File: src/rtl/data_mem_arbiter.sv
// data_mem_arbiter: shares the single data_memory port between the pipeline MEM
// stage (core) and a debug/program-loader master (dbg).
//
// Core has fixed priority. A burst counter lets dbg in after MAX_CORE_BURST
// consecutive core grants while dbg waits. dbg may lock the port (LOCKED state).
// Grants are combinational because data_memory registers its inputs. Read data
// comes back one cycle after the grant and is routed to the owner of that read.
//
// Ports:
//   clock, reset                      clock; synchronous active-high reset
//   core_req/addr/wdata/wren/mode     core request (EX-stage signals)
//   core_gnt, core_stall              core grant; stall = req && !gnt
//   core_rdata, core_rvalid           core read return
//   dbg_req/lock/addr/wdata/wren/mode dbg request; lock keeps the port for dbg
//   dbg_gnt, dbg_rdata, dbg_rvalid    dbg grant and read return
//   mem_addr/wdata/wren/mode          muxed request to data_memory
//   mem_rdata                         data_memory q (1-cycle latency)
module data_mem_arbiter #(
    parameter int unsigned DATA_WIDTH     = 32,
    parameter int unsigned MAX_CORE_BURST = 4
) (
    input  logic                  clock,
    input  logic                  reset,
    input  logic                  core_req,
    input  logic [DATA_WIDTH-1:0] core_addr,
    input  logic [DATA_WIDTH-1:0] core_wdata,
    input  logic                  core_wren,
    input  logic [1:0]            core_mode,
    output logic                  core_gnt,
    output logic                  core_stall,
    output logic [DATA_WIDTH-1:0] core_rdata,
    output logic                  core_rvalid,
    input  logic                  dbg_req,
    input  logic                  dbg_lock,
    input  logic [DATA_WIDTH-1:0] dbg_addr,
    input  logic [DATA_WIDTH-1:0] dbg_wdata,
    input  logic                  dbg_wren,
    input  logic [1:0]            dbg_mode,
    output logic                  dbg_gnt,
    output logic [DATA_WIDTH-1:0] dbg_rdata,
    output logic                  dbg_rvalid,
    output logic [DATA_WIDTH-1:0] mem_addr,
    output logic [DATA_WIDTH-1:0] mem_wdata,
    output logic                  mem_wren,
    output logic [1:0]            mem_mode,
    input  logic [DATA_WIDTH-1:0] mem_rdata
);

    if (MAX_CORE_BURST < 1 || MAX_CORE_BURST > 15) begin : g_bad_burst
        $error("MAX_CORE_BURST must be in 1..15");
    end

    typedef enum logic [0:0] {StArb, StLocked} state_e;
    typedef enum logic [1:0] {OwnNone, OwnCore, OwnDbg} owner_e;

    localparam logic [3:0] MaxBurst = 4'(MAX_CORE_BURST);

    state_e     state_q, state_d;
    logic [3:0] burst_q, burst_d;
    owner_e     owner_q, owner_d;

    // State register
    always_ff @(posedge clock) begin
        if (reset) begin
            state_q <= StArb;
            burst_q <= '0;
            owner_q <= OwnNone;
        end else begin
            state_q <= state_d;
            burst_q <= burst_d;
            owner_q <= owner_d;
        end
    end

    // Next-state logic
    always_comb begin
        state_d = state_q;
        unique case (state_q)
            StArb:    if (dbg_gnt && dbg_lock) state_d = StLocked;
            // The exit cycle still grants dbg; core only sees the port next cycle.
            StLocked: if (!dbg_lock || !dbg_req) state_d = StArb;
            default:  state_d = StArb;
        endcase
    end

    always_comb begin
        burst_d = burst_q;
        if (dbg_gnt || !dbg_req) begin
            burst_d = '0;
        end else if (core_gnt && burst_q < MaxBurst) begin
            burst_d = burst_q + 4'd1;
        end
    end

    always_comb begin
        owner_d = OwnNone;
        if (core_gnt && !core_wren) begin
            owner_d = OwnCore;
        end else if (dbg_gnt && !dbg_wren) begin
            owner_d = OwnDbg;
        end
    end

    // Output logic: grants (suppressed during reset)
    always_comb begin
        core_gnt = 1'b0;
        dbg_gnt  = 1'b0;
        if (!reset) begin
            unique case (state_q)
                StArb: begin
                    if (core_req && (!dbg_req || burst_q < MaxBurst)) begin
                        core_gnt = 1'b1;
                    end else if (dbg_req) begin
                        dbg_gnt = 1'b1;
                    end
                end
                StLocked: dbg_gnt = dbg_req;
                default: ;
            endcase
        end
    end

    assign core_stall = core_req && !core_gnt;

    // Memory-side mux; all zero with no grant so no spurious write escapes.
    always_comb begin
        mem_addr  = '0;
        mem_wdata = '0;
        mem_wren  = 1'b0;
        mem_mode  = 2'b00;
        if (core_gnt) begin
            mem_addr  = core_addr;
            mem_wdata = core_wdata;
            mem_wren  = core_wren;
            mem_mode  = core_mode;
        end else if (dbg_gnt) begin
            mem_addr  = dbg_addr;
            mem_wdata = dbg_wdata;
            mem_wren  = dbg_wren;
            mem_mode  = dbg_mode;
        end
    end

    // Read return; gated by reset so an owner captured before reset never leaks.
    always_comb begin
        core_rvalid = !reset && (owner_q == OwnCore);
        dbg_rvalid  = !reset && (owner_q == OwnDbg);
        core_rdata  = core_rvalid ? mem_rdata : '0;
        dbg_rdata   = dbg_rvalid ? mem_rdata : '0;
    end

endmodule

File: config.mk
export PLATFORM = sky130hd
export DESIGN_NAME = data_mem_arbiter
export DESIGN_NICKNAME = d
export VERILOG_FILES = /design/src/rtl/data_mem_arbiter.sv
export SDC_FILE = /design/constraint.sdc
export NUM_CORES = 1
export LEC_CHECK = 0
export CAP_MARGIN = 20
export CORE_AREA = 2 2 120 122
export DETAILED_ROUTE_END_ITERATION = 8
export DIE_AREA = 0 0 122 124
export HOLD_SLACK_MARGIN = 0.12
export PLACE_DENSITY = 0.58
export SETUP_SLACK_MARGIN = 0.5
export SYNTH_ARGS = -nofsm -noshare
export SYNTH_HDL_FRONTEND = slang
export SYNTH_SLANG_ARGS = --single-unit
File: constraint.sdc
create_clock -name clock -period 1.8 [get_ports clock]
set_input_delay 0.36 -clock clock [delete_from_list [all_inputs] [get_ports clock]]
set_output_delay 0.36 -clock clock [all_outputs]
set_load 0.01 [all_outputs]
==> flow_summary.ini <==
[synth]
synth_top_family_by_area = compound AO/OA/AOI/OAI gates
synth_adder_area_share_pct = 0.878
synth_compound_area_share_pct = 42.5
syn-num-nets = 350
synth_top_area_share_pct = 41.2
synth_cells = 178
synthMuxAreaShare_pct = 0
synthTopCellsByArea = a22o_1 (41%), and2_1 (29%), dfxtp_1 (9.8%), buf_6 (7.1%), clkbuf_1 (2.1%)
ys_warn_count = 0
ys_seq_elements = 7
synth.avg_cell_area_um2 = 8.01
synth-xor-area-share_pct = 0
synth.yosys.seq_area_share_pct = 9.83
synth_cell_types = 21
synthSimpleGateAreaFrac_pct = 36.0
post-synth-top-area-cell = a22o_1
syn_area_mm2 = 0.00143

[status]
status = finished, violations left
violations = negative setup slack

[worst_setup_path]
arrival_ps = 1970
cp-startpoint = state_q
crit_slowest_cell = dfxtp_2
cp_common_cell = buf_6
critPathMaxStageDelay_ps = 320
path_class = flip-flop to output pin
cp-end-kind = output pin
critPathLaunchType = flip-flop
crit_required_ps = 1440
cp_max_fo = 4
timing.rr.start = state_q
cp_num_buf_inv = 7
worstPathCellList = buf_6, nor4b_4, buf_4, nor2_4, buf_12, buf_16, buf_8, buf_6, a22o_1, buf_2
crit_family = buffers and inverters

[placed_design]
dp.cells = 663
dp_slack_ps = -1010
hpwl_mm = 9.80
gp_congestion = 0.770
io_buffers = 306

[sta]
skew_ps = 2.92
setup-tns-final_ps = -37980
final.min_clock_period_ps = 2330
setup_violations = 135
fin_ws_ps = -529
finalHoldViolations = 0
finalCritPeriodShare_pct = 129
drv_slew = 0
max_freq_mhz = 429
rsz0062_at_grt = true

[drt]
routed_wl_mm = 15.4
top_layer = met4
drt-vias-per-instance = 4.14
wl_met2_mm = 8.42
dr.pass1.iters = 4
wire_per_inst_um = 20.2
num_vias = 3158
wl_met3_mm = 1.30
drtIter0Drc = 87
final_antenna_net_count = 0
drc = 0
m1WireLength_mm = 5.48

[final_layout]
regArea_um2 = 149
layout-drive-gt1-share_pct = 57.6
antennaDiodeCount = 0
area_delta_synth_final_pct = 357
layout_common_cells = clkdlybuf4s50_1 (167), buf_6 (131), a22o_1 (65)
fin_cells = 762
final_nets = 755
final_common_cell = clkdlybuf4s50_1
multi_input_area_mm2 = 0.00137
final_core_util_pct = 47.4
fillCellCount = 1282

[global_route]
grt_first_pass_wirelength_mm = 20.0
grt_max_degree = 13
overflow = 0
grt_pass1_vias = 3277
grt_usage_pct = 18.2
grt_antenna_before_repair = 0

[die]
rows = 43
start_util_pct = 10.4
die_x_um = 122
ios = 307
die_area_mm2 = 0.0151
fp.coreArea_mm2 = 0.0137
die_height_um = 124

[job]
cap_violations = 0

[cts]
cts_buffers = 3
htree_levels = 1
clockBufferDepth = 2
cts_root_buf = clkbuf_16
clk_latency_ps = 230
clkSinkCount = 7
cts_tree = yes
cts.clk_slew.worst_paths_ps = 40

[hold_path]
min_path_type = input port to flip-flop
hp-start = dbg_req

[pwr]
ir_drop_uv = 216
power_density_mw_per_mm2 = 284
p_leak_nw = 3.03
[what timing repair did]
| item | 4_1_cts | 5_1_grt |
|---|---|---|
| hold buffers | 0 | 0 |
| endpoints found under the setup margin | 141 | 140 |
| resized for setup | 710 | 64 |
| setup buffers | 57 | 17 |
| pin swaps | 19 | 25 |
| cloned | 20 | 1 |
[area by class of cell]
cell class              instances  share of cell area (%)
clock inverters                 1                  0.0769
clock buffers                   3                    1.15
multi-input cells             150                    21.1
flip-flops and latches          7                    2.29
inverters                       1                  0.0577
repair buffers                420                    71.9
well taps                     180                    3.46
[routing by layer]
metal  vias up  track usage (%)
li1       1482                -
met1      1455             19.4
met2       208             36.7
met3        13             4.03
met4         0             2.87
met5         -                0
[synth_stat cells]
cell,n
inv_1,1
nor4b_2,1
a22o_1,67
dfxtp_1,7
clkbuf_1,8
or2b_1,1
ha_1,1
or3_1,1
nor4_1,1
nor3_1,3
nor2_2,1
buf_6,9
nand2b_1,1
o21a_2,1
buf_2,3
nor3_4,1
nor2b_1,2
conb_1,1
nor3b_1,2
and2_1,65
o211a_1,1
[flip-flops by register name, summed over array words and instances, names as in the netlist]
register and count:
owner_q 2, state_q 1, burst_q 4
[where the power goes]
part	leakage (nW)	total, mW	internal (mW)	switching, mW
sequential	0.0593	0.164	0.160	0.00384
clock	0.0409	0.384	0.292	0.0917
combinational	2.93	1.30	0.870	0.433
[logic make-up (layout without fill, tap and decap cells)]
group / count (synthesis) / in the layout
simple gates: 79 / 79
compound gates: 69 / 69
buf+inv: 21 / 425
flops: 7 / 7
fa+ha+maj: 1 / 1
other cells: 1 / 1
[path summary, 6_finish.rpt]
kind / to / slack, ps / cells past startpoint
setup / recovery: mem_addr[17] / -530 / 10
hold / removal: burst_q[2] / 400 / 2
hold reg to reg: burst_q[0] / 440 / 1
setup reg to reg: state_q / 260 / 8
[stage by stage]
stage          cell area, um^2  total power [mW]  hold WS (ps)
2_1_floorplan             1590             0.445           406
3_3_place_gp              4890              1.14           411
3_5_place_dp              4890              1.15           430
4_1_cts                   6050              1.78           434
5_1_grt                   6510              1.93           405
6_report                  6510              1.85           397
No activity file was read; power rests on OpenSTA's default activity.
